==> src/rtl/writeback_arb_pkg.sv <==
// writeback_arb_pkg: shared microarchitecture widths and round-robin pointer helper
package writeback_arb_pkg;
   localparam int c_pc_bits = 32;
   localparam int c_reg_addr_bits = 5;
   localparam int c_data_bits = 32;
   function automatic int rr_next(input int i, input int n);
      return (i + 1 >= n) ? 0 : i + 1;
   endfunction
endpackage

==> src/rtl/writeback_arb_rr_arb.sv <==
// rr_arb: one-hot round-robin grant starting at ptr and searching upward modulo p_n
module rr_arb #(
   parameter int p_n  = 2,
   parameter int p_pb = 1
) (
   input  logic [p_n-1:0]  req,
   input  logic [p_pb-1:0] ptr,
   output logic [p_n-1:0]  grant
);
   logic [2*p_n-1:0] dbl, gdbl;
   logic [p_n-1:0]   rot, gr;
   // rotate so ptr sits at bit 0, isolate lowest request, rotate back
   assign dbl   = {req, req} >> ptr;
   assign rot   = dbl[p_n-1:0];
   assign gr    = rot & (-rot);
   assign gdbl  = {gr, gr} << ptr;
   assign grant = gdbl[2*p_n-1:p_n];
endmodule

==> src/rtl/writeback_arb.sv <==
// writeback_arb: round-robin merge of execute pipes into one registered writeback port (optional WRITEBACK_ARB_STALL_CNT_EN adds stall_cnt)
module writeback_arb
   import writeback_arb_pkg::*;
#(
   parameter int p_num_pipes    = 2,
   parameter int p_seq_num_bits = 5
) (
   input  logic                                         clk,
   input  logic                                         rst,
`ifdef WRITEBACK_ARB_STALL_CNT_EN
   output logic [31:0]                                  stall_cnt,
`endif
   input  logic [p_num_pipes-1:0]                       ex_val,
   output logic [p_num_pipes-1:0]                       ex_rdy,
   input  logic [p_num_pipes-1:0][c_pc_bits-1:0]        ex_pc,
   input  logic [p_num_pipes-1:0][p_seq_num_bits-1:0]   ex_seq_num,
   input  logic [p_num_pipes-1:0][c_reg_addr_bits-1:0]  ex_waddr,
   input  logic [p_num_pipes-1:0][c_data_bits-1:0]      ex_wdata,
   input  logic [p_num_pipes-1:0]                       ex_wen,
   output logic                                         wb_val,
   input  logic                                         wb_rdy,
   output logic [c_pc_bits-1:0]                         wb_pc,
   output logic [p_seq_num_bits-1:0]                    wb_seq_num,
   output logic [c_reg_addr_bits-1:0]                   wb_waddr,
   output logic [c_data_bits-1:0]                       wb_wdata,
   output logic                                         wb_wen
);
   localparam int c_pb = (p_num_pipes > 1) ? $clog2(p_num_pipes) : 1;
   logic [c_pb-1:0]        ptr, sel;
   logic [p_num_pipes-1:0] grant;
   logic                   adv, xfer;
   rr_arb #(.p_n(p_num_pipes), .p_pb(c_pb)) u_rr (
      .req  (ex_val),
      .ptr  (ptr),
      .grant(grant)
   );
   assign adv    = !wb_val || wb_rdy;
   assign ex_rdy = (rst || !adv) ? '0 : grant;
   assign xfer   = |(ex_val & ex_rdy);
   always_comb begin
      sel = '0;
      for (int i = 0; i < p_num_pipes; i++)
         if (grant[i]) sel = c_pb'(i);
   end
   always_ff @(posedge clk) begin
      if (rst) begin
         wb_val     <= 1'b0;
         ptr        <= '0;
         wb_pc      <= '0;
         wb_seq_num <= '0;
         wb_waddr   <= '0;
         wb_wdata   <= '0;
         wb_wen     <= 1'b0;
      end else if (xfer) begin
         wb_val     <= 1'b1;
         ptr        <= c_pb'(rr_next(int'(sel), p_num_pipes));
         wb_pc      <= ex_pc[sel];
         wb_seq_num <= ex_seq_num[sel];
         wb_waddr   <= ex_waddr[sel];
         wb_wdata   <= ex_wdata[sel];
         // x0 is hardwired zero, so a write to it is dropped here
         wb_wen     <= ex_wen[sel] && (ex_waddr[sel] != '0);
      end else if (wb_rdy) begin
         wb_val     <= 1'b0;
      end
   end
`ifdef WRITEBACK_ARB_STALL_CNT_EN
   always_ff @(posedge clk) begin
      if (rst) stall_cnt <= '0;
      else if (|ex_val && !xfer && stall_cnt != '1) stall_cnt <= stall_cnt + 32'd1;
   end
`endif
endmodule

==> config.mk <==
export PLATFORM = sky130hd
export DESIGN_NAME = writeback_arb
export DESIGN_NICKNAME = d
export VERILOG_FILES = /design/src/rtl/writeback_arb_pkg.sv /design/src/rtl/writeback_arb_rr_arb.sv /design/src/rtl/writeback_arb.sv
export SDC_FILE = /design/constraint.sdc
export NUM_CORES = 1
export LEC_CHECK = 0
export CAP_MARGIN = 20
export CORE_UTILIZATION = 35
export DETAILED_ROUTE_END_ITERATION = 10
export GPL_ROUTABILITY_DRIVEN = 0
export GPL_TIMING_DRIVEN = 0
export MAX_ROUTING_LAYER = met4
export PLACE_DENSITY = 0.79
export SETUP_SLACK_MARGIN = 0.15
export SLEW_MARGIN = 10
export SYNTH_ARGS = -nofsm -noshare
export SYNTH_HDL_FRONTEND = slang
export SYNTH_SLANG_ARGS = --single-unit
==> constraint.sdc <==
create_clock -name clk -period 2.12 [get_ports clk]
set_input_delay 0.636 -clock clk [delete_from_list [all_inputs] [get_ports clk]]
set_output_delay 0.636 -clock clk [all_outputs]
set_load 0.02 [all_outputs]
After elaboration in Yosys (flattened, before gate mapping) --
Cells that the tools add are included.
Word-level totals: word-level logic and storage cells 38, input port bits 155, output and inout port bits 78, register bits after elaboration 77
Operators by class: shift operators 2, muxes and demuxes 15, $lt $le $gt $ge 2, $add $sub $neg 2, reductions and logical operators 8, bitwise logic cells 2
Operator list (number):
- 32-bit 2-to-1 mux | 4
- 5-bit 2-to-1 mux | 4
- 1-bit 2-to-1 mux | 6
- 5-bit nonzero test | 1
- 2-bit AND | 2
- 4-bit by 1-bit left shift with 4-bit output | 1
- 4-bit by 1-bit >> shifter with 2-bit output | 1
- 1-bit by 1-bit adder with 2-bit output (second input constant) | 1
- 2-bit >= comparator (second input constant) | 1
- 1-bit logical NOT | 2
- 1-bit logical OR | 2
- 1-bit by 2-bit < comparator with 1-bit output (second input constant) | 1
- 2-bit 2-to-1 mux | 1
- 2-bit negator | 1
- 2-bit nonzero test | 1
- 2-bit OR reduction | 1
- 1-bit logical AND | 1

Longest topological paths before layout --
Gate-level depths: netlist (run 1).
word-level depth 9, depth in mapped cells 7, depth with buffers taken out 4

Modules after synthesis --
Synthesis (run 1) repeated with hierarchy kept, for this count alone.
Unflattened totals: cell total of the unflattened synthesis 383, area total of the unflattened synthesis 3913.8 sq um
Modules (own cells, without submodules):
- writeback_arb | times used 1, area an instance 3895.0 sq um, cells an instance 380, seq. area each 1541.5 sq um
- rr_arb | times used 1, area an instance 18.8 sq um, cells an instance 3, seq. area each 0.0 sq um

Least setup slack after synthesis (run 1) --
Ideal clock, no wire load.
path type input-to-output, start point in ex_val[0], end point out ex_rdy[1], required time 1484 ps, data arrival time 1792 ps, path buffers 3, stages 6, setup slack -308 ps, cell sequence and2b_1 nand2b_1 buf_4 buf_8 buf_8 nor3_1
On the way: longest elaborated chain between the ends 5
Ends and longest elaborated chain:
- start, declared | RTL line writeback_arb.sv:13 | input logic [p_num_pipes-1:0] ex_val,
- 4-bit by 1-bit >> shifter with 2-bit output (*) | RTL line writeback_arb_rr_arb.sv:13 | assign dbl = {req, req} >> ptr;
- 2-bit negator | RTL line writeback_arb_rr_arb.sv:15 | assign gr = rot & (-rot);
- 2-bit AND (*) | RTL line writeback_arb_rr_arb.sv:15
- 4-bit by 1-bit left shift with 4-bit output (*) | RTL line writeback_arb_rr_arb.sv:16 | assign gdbl = {gr, gr} << ptr;
- 2-bit 2-to-1 mux (*) | RTL line writeback_arb.sv:38 | assign ex_rdy = (rst || !adv) ? '0 : grant;
- end, declared | RTL line writeback_arb.sv:14 | output logic [p_num_pipes-1:0] ex_rdy,
Every way passes the cells marked *; elsewhere a longest branch is shown, timed or not.

Worst setup path after layout (run 1) --
Ends and elaborated chain as after synthesis.

==> results of run 1 <==
-- power by group through the flow --
stage          sequential, mW  clock, mW  combinational (mW)
3_3_place_gp             1.66          0                1.16
4_1_cts                  1.63       1.26                1.20
5_1_grt                  1.65       1.32                1.26
2_1_floorplan            1.81          0               0.400
6_report                 1.63       1.23                1.18
3_5_place_dp             1.67          0                1.18
-- per-layer routing --
| layer | global-route usage | share of wire | vias to the layer above |
|---|---|---|---|
| met5 | - | 0 | - |
| met4 | 0.0769 | 0.014 | 0 |
| met3 | 0.0483 | 0.069 | 16 |
| met2 | 0.403 | 0.51 | 143 |
| met1 | 0.239 | 0.41 | 1662 |
| li1 | - | - | 1785 |
-- metrics by stage --
step | instance area, um^2 | TNS, ps | instances | hold WS, ps
after floorplan | 3480 | -57.1 | 358 | 466
after global placement | 5960 | -29870 | 718 | 479
after detailed placement | 5960 | -30430 | 718 | 489
after CTS | 6250 | -179 | 738 | 491
after global routing | 6350 | -174 | 738 | 511
final | 6350 | -120 | 738 | 496
-- logic make-up (layout without fill, tap and decap cells) --
kind of cell | count (synthesis) | in the layout | synth area share
buf+inv | 37 | 288 | 0.0632
flops | 77 | 77 | 0.445
mux | 74 | 74 | 0.214
simple gates | 89 | 89 | 0.104
compound gates | 81 | 81 | 0.173
-- layout make-up --
class,count,area (um^2),share of cell area
flip-flops and latches,77,1540,0.243
clock buffers,12,155,0.0244
well taps,129,161,0.0254
repair buffers,235,2430,0.383
inverters,3,11.3,0.00177
multi-input cells,244,1740,0.274
clock inverters,4,70.1,0.0110
plain buffers,34,236,0.0372
-- cells in the final DEF (no fill, tap or decap), drive strengths merged --
master,synthesis,layout
dlymetal6s2s,0,37
nor2,78,78
o21ai,3,3
nand2b,2,2
mux2i,74,74
dlygate4sd2,0,7
or4,2,2
inv,3,3
nand2,2,2
clkdlybuf4s15,0,1
a21oi,2,2
dfxtp,77,77
bufinv,0,2
a32o,1,1
clkinv,0,2
clkbuf,17,31
buf,17,22
and2b,1,1
o32ai,1,1
a211oi,74,74
nor2b,1,1
nor3,3,3
clkdlybuf4s50,0,183
-- state kept, by name, indices dropped and copies added (netlist names) --
signal	count
ptr	1
wb_pc	32
wb_seq_num	5
wb_val	1
wb_waddr	5
wb_wdata	32
wb_wen	1
-- path summary, 6_finish.rpt --
kind	startpoint	to
max reg2reg	ptr	wb_pc[21]
max	ex_val[0]	ex_rdy[1]
min reg2reg	wb_wen	wb_wen
min	wb_wen	wb_wen
-- repair_timing --
item,4_1_cts,5_1_grt
gates resized for setup,40,49
endpoints found under the setup margin,79,99
pin swaps,1,1
buffers inserted,4,0
==> results by group, run 1 <==
Power
  • Comb pwr share: 0.292
  • Power Density: 636 nW/um^2
  • Clk network pwr share: 0.305
  • P_leak: 3.21 nW
  • Flop pwr share: 0.403
  • Net Switching: 1.10 mW
  • VDD IR-drop max: 0.409 mV
  • Int Pwr: 2.94 mW
  • Tot Pwr: 4.04 mW
  • Sw Ratio: 0.273

Synth
  • Synthesized cell area: 3460 um^2
  • Ys async rst share: 0
  • Post-Syn Nets: 513
  • Post-synth EDFFs: 0
  • Synth cell count leaders: 78 x nor2_1, 77 x dfxtp_1, 74 x a211oi_1, 74 x mux2i_1, 17 x clkbuf_1
  • Primary FF master, synth: dfxtp_1
  • Most common cell in the netlist: nor2_1
  • Register area share after synthesis: 0.445
  • Area leader, netlist: dfxtp_1
  • Cells after synthesis: 358
  • Post-synth cell types: 21
  • Area contributors post-synth: dfxtp_1 45%, mux2i_1 21%, a211oi_1 16%, nor2_1 8.5%, buf_8 2.2%
  • Synth Register Bits: 77
  • Synthesized area per cell: 9.67 um^2
  • Yosys warning count: 0
  • Yosys top cell area share: 0.445

STA
  • Fin. Hold Viols: 0
  • Tcrit/Tclk final: 1.06
  • Rel. slew slack: 0.668
  • Max-slew violation count: 0
  • RSZ-0062 raised after global routing: true
  • Tightest Pin Transition: 498 ps
  • Achievable clock frequency: 0.446 GHz
  • Final setup fails: 1
  • Clock Skews: 5.71 ps
  • Tmin final: 2240 ps
  • Setup ws final: -120 ps

Global route
  • Pin count of the biggest net entering global routing: 13
  • First-pass GRT wire length: 17.1 mm
  • Gr usage total: 0.223
  • Initial antenna violation count: 0
  • Vias in the first global route: 3645
  • GR Overflow Total: 0

Worst setup path
  • Slowest stage delay, CP: 150 ps
  • Delay-heaviest family, CP: buffers and inverters
  • FF-to-FF path depth: 8
  • CP startpoint kind: primary input
  • Buf/Inv on CP: 5
  • Nature of the critical path endpoint: primary output
  • WS Path Type: in -> out
  • Slowest cell on the critical path: and2b_1
  • Crit Path Max Fanout: 2
  • Data required, critical path: 1480 ps
  • CP Cell Sequence: buf_8, and2b_1, nand2b_4, buf_6, buf_12, buf_12, nor3_4, buf_6
  • Worst EP arrival: 1600 ps
  • Worst path depth: 8
  • R2r setup slk: 360 ps

Placed design
  • Hpwl dp: 8.96 mm
  • Dpl ws: -1160 ps
  • # port buffers: 231

Routing
  • Post-detailed-route wirelength per cell: 15.5 um
  • Vias/cell: 4.89
  • DR iter-0 viols: 59
  • Final wirelength: 11.4 mm
  • Drt first pass iters: 4
  • Final ANT Viol Nets: 0
  • DRC viols: 0
  • Via count: 3606

Finish
  • Area Overhead vs Synth: 83.5%
  • Final nets: 759
  • Layout Utilization: 0.675
  • Ratio of cells with drive above 1 in the final layout: 0.0887
  • Fillcell total: 771
  • Diode count: 0

Floorplanning
  • Row count: 35
  • Core Area: 9420 um^2
  • Die W: 101 um
  • Die area: 10300 um^2
  • I/O Pins: 233
  • Die Y: 101 um
  • Starting Density: 0.368

Clocking
  • Post-CTS Hold Buffers: 0
  • Clock tree buffer depth: 2
  • Worst-Skew Late Latency: 340 ps
  • CTS tree: done
  • Clock sink total: 77
  • Root buffer cell: clkbuf_8
  • Clock slew at reported path FFs: 70 ps
  • CTS buffer count: 9
  • CTS H-tree depth: 3

Hold path
  • Hold Crit Depth: 1
  • Type of the most critical hold path: reg -> reg

Job
  • Max-cap violations: 0

Status
  • Status: complete, but fails checks
  • Failing checks: negative setup slack
Note: power is estimated with default switching activity, not from simulation.
==> run 2: changes to the inputs <==
--- a/config.mk
+++ b/config.mk
@@ -5,13 +5,15 @@
 export SDC_FILE = /design/constraint.sdc
 export NUM_CORES = 1
 export LEC_CHECK = 0
+export ABC_AREA = 1
 export CAP_MARGIN = 20
 export CORE_UTILIZATION = 35
+export CTS_CLUSTER_SIZE = 10
 export DETAILED_ROUTE_END_ITERATION = 10
 export GPL_ROUTABILITY_DRIVEN = 0
 export GPL_TIMING_DRIVEN = 0
 export MAX_ROUTING_LAYER = met4
-export PLACE_DENSITY = 0.79
+export PLACE_DENSITY = 0.81
 export SETUP_SLACK_MARGIN = 0.15
 export SLEW_MARGIN = 10
 export SYNTH_ARGS = -nofsm -noshare
==> results by group, run 2 <==
Status
  • Status: complete, no violations

Synth
  • Post-Syn Nets: 605 (+18%)
  • Yosys top cell area share: 0.466 (+0.0209)
  • Register area share after synthesis: 0.466 (+0.0209)
  • Area leader, netlist: dfxtp_1
  • Synthesized area per cell: 7.35 um^2 (-24%)
  • Yosys warning count: 0 (unchanged)
  • Post-synth EDFFs: 0 (unchanged)
  • Post-synth cell types: 17 (-19%)
  • Ys async rst share: 0 (unchanged)
  • Synth Register Bits: 77 (unchanged)
  • Cells after synthesis: 450 (+26%)
  • Synthesized cell area: 3310 um^2 (-4.5%)
  • Most common cell in the netlist: nand2_1
  • Synth cell count leaders: 156 x nand2_1, 77 x dfxtp_1, 69 x a31oi_1
  • Area contributors post-synth: dfxtp_1 47%, nand2_1 18%, a31oi_1 13%, o21ai_0 7.4%, o21ai_1 3.9%
  • Primary FF master, synth: dfxtp_1

Worst setup path
  • Buf/Inv on CP: 4 (-1)
  • Top cell by count, worst path: nand2_4
  • Worst EP arrival: 1350 ps (-250 ps)
  • CP Cell Sequence: dlygate4sd2_1, inv_2, nand2_4, nand2_4, nand2_4, inv_2, buf_6
  • Slowest cell on the critical path: dlygate4sd2_1
  • Crit Path Max Fanout: 3 (+1)
  • WS Path Type: in -> out
  • Slowest stage delay, CP: 260 ps (+110 ps)
  • Delay-heaviest family, CP: buffers and inverters
  • Nature of the critical path endpoint: primary output
  • CP startpoint kind: primary input
  • Data required, critical path: 1480 ps (about the same)

Power
  • P_leak: 3.18 nW (-0.88%)
  • Power Density: 699 nW/um^2 (+9.7%)
  • VDD IR-drop max: 0.382 mV (-6.7%)

Job
  • Max-cap violations: 0 (unchanged)

Clocking
  • Post-CTS Hold Buffers: 0 (unchanged)
  • Root buffer cell: clkbuf_8
  • CTS buffer count: 9 (unchanged)
  • Clock slew at reported path FFs: 70 ps (about the same)
  • Clock tree buffer depth: 2 (unchanged)
  • Clock sink total: 77 (unchanged)
  • CTS tree: done
  • Worst-Skew Late Latency: 340 ps (about the same)
  • CTS H-tree depth: 3 (unchanged)

Finish
  • Final nets: 867 (+14%)
  • Ratio of cells with drive above 1 in the final layout: 0.106 (+0.0173)
  • Largest registers: wb_pc x32, wb_wdata x32
  • Fillcell total: 761 (-1.3%)
  • Area Overhead vs Synth: 90.3%
  • Most frequent cells in the layout: 183 x clkdlybuf4s50_1, 153 x nand2_1, 77 x dfxtp_1
  • Commonest non-fill, non-tap cell in the layout: clkdlybuf4s50_1
  • Diode count: 0 (unchanged)
  • Layout Cells excl Fill: 828 (+12%)
  • Final instance area: 6290 um^2 (-0.95%)

Global route
  • GR Overflow Total: 0 (unchanged)
  • First-pass GRT wire length: 19.8 mm (+16%)
  • Vias in the first global route: 4251 (+17%)
  • Gr usage total: 0.260 (+0.0375)
  • Initial antenna violation count: 0 (unchanged)
  • Pin count of the biggest net entering global routing: 13 (unchanged)

Floorplanning
  • Core Area: 9200 um^2 (-2.3%)
  • Row count: 35 (unchanged)
  • Die Y: 99.2 um (-2.2%)
  • I/O Pins: 233 (unchanged)
  • Die area: 9840 um^2 (-4.4%)
  • Starting Density: 0.360 (-0.00812)
  • Die W: 99.2 um (-2.2%)

STA
  • RSZ-0062 raised after global routing: true
  • Tmin final: 1990 ps (-251 ps)
  • Total Neg Setup Slack: 0 ps (+120 ps)
  • Max-slew violation count: 0 (unchanged)
  • Tcrit/Tclk final: 0.938 (-0.118)
  • Tightest Pin Transition: 482 ps (-16.1 ps)
  • Final setup fails: 0 (-1)
  • Clock Skews: 9.21 ps (+3.51 ps)
  • Fin. Hold Viols: 0 (unchanged)
  • Achievable clock frequency: 0.503 GHz (+13%)
  • Rel. slew slack: 0.679 (+0.0107)

Placed design
  • Placed Area: 5770 um^2 (-3.2%)
  • Cells after DPL: 793 (+10%)
  • Hpwl dp: 9.52 mm (+6.2%)
  • # port buffers: 232 (+0.43%)

Routing
  • Post-detailed-route wirelength per cell: 15.4 um (-0.17%)
  • Drt first pass iters: 4 (unchanged)
  • DR iter-0 viols: 160 (+170%)
  • Final ANT Viol Nets: 0 (unchanged)
  • Final wirelength: 12.8 mm (+12%)
  • Via count: 4315 (+20%)
  • DRC viols: 0 (unchanged)
  • Vias/cell: 5.21 (+6.7%)

Hold path
  • Type of the most critical hold path: reg -> reg
==> run 2: changes by cell type in the layout (fill, tap and decap cells not counted), moves of 12 or more <==
cell and change:
buf_2 +18, nor2_1 -77, mux2i_1 -74, a211oi_1 -74, buf_4 +12, a31oi_1 +69
o21ai_0 +46, nand2_1 +152, o21ai_1 +26
==> run 2: metrics by stage <==
stage / setup slack [ps] / total power [mW] / hold slack [ps] / utilization
floorplan: 355 / 2.26 / 507 / -
global placement: -796 / 2.95 / 455 / 0.627
detailed placement: -780 / 2.98 / 463 / 0.627
CTS: 142 / 4.42 / 483 / 0.670
global route: 106 / 4.60 / 516 / 0.684
finish: 130 / 4.40 / 485 / 0.684
==> run 2: kinds of logic (layout without fill, tap and decap cells) <==
family                 after synthesis  in the layout  synth area share
AO/OA/AOI/OAI                      155            155             0.263
buffers and inverters               52            319            0.0764
flip-flops                          77             77             0.466
AND/OR/NAND/NOR                    166            166             0.195
==> run 2: worst register-to-register path: stages (launching register included) <==
cell and delay (ps):
dfxtp_1 380, nand2_2 80, buf_4 140, buf_4 120
buf_4 120, buf_4 120, buf_4 120, buf_4 120
buf_4 120, buf_4 120, buf_4 120, a21oi_1 130
==> run 2: area by class of cell <==
cell class | instances | area (um^2) | share of cell area
flip-flops and latches | 77 | 1540 | 0.245
clock buffers | 12 | 135 | 0.0215
well taps | 111 | 139 | 0.0221
plain buffers | 39 | 205 | 0.0326
inverters | 13 | 48.8 | 0.00775
repair buffers | 251 | 2560 | 0.407
clock inverters | 4 | 120 | 0.0191
multi-input cells | 321 | 1540 | 0.245
==> run 2: path summary, 6_finish.rpt <==
kind | to | slack (ps) | startpoint | cells after the start
setup reg to reg | wb_val | 360 | wb_val | 11
hold / removal | wb_wen | 490 | wb_wen | 2
setup / recovery | ex_rdy[1] | 130 | ex_val[0] | 7
hold reg to reg | wb_wen | 490 | wb_wen | 2
==> run 2: routing by layer <==
layer	track usage	vias to the layer above	routed length, um
met3	0.0492	30	888
li1	-	2065	-
met1	0.290	2021	5100
met2	0.452	199	6410
met4	0.114	0	379
met5	-	-	0
==> run 2: report_power, final <==
part | switching (mW) | total (mW) | internal (mW)
Combinational | 0.628 | 1.29 | 0.665
Clock | 0.525 | 1.43 | 0.904
Sequential | 0.0760 | 1.67 | 1.60
==> run 2: timing repair <==
| action | in CTS | in global routing |
|---|---|---|
| resized for setup | 31 | 50 |
| pin swaps | 3 | 3 |
| setup endpoints to repair | 74 | 70 |
| setup buffers | 16 | 3 |
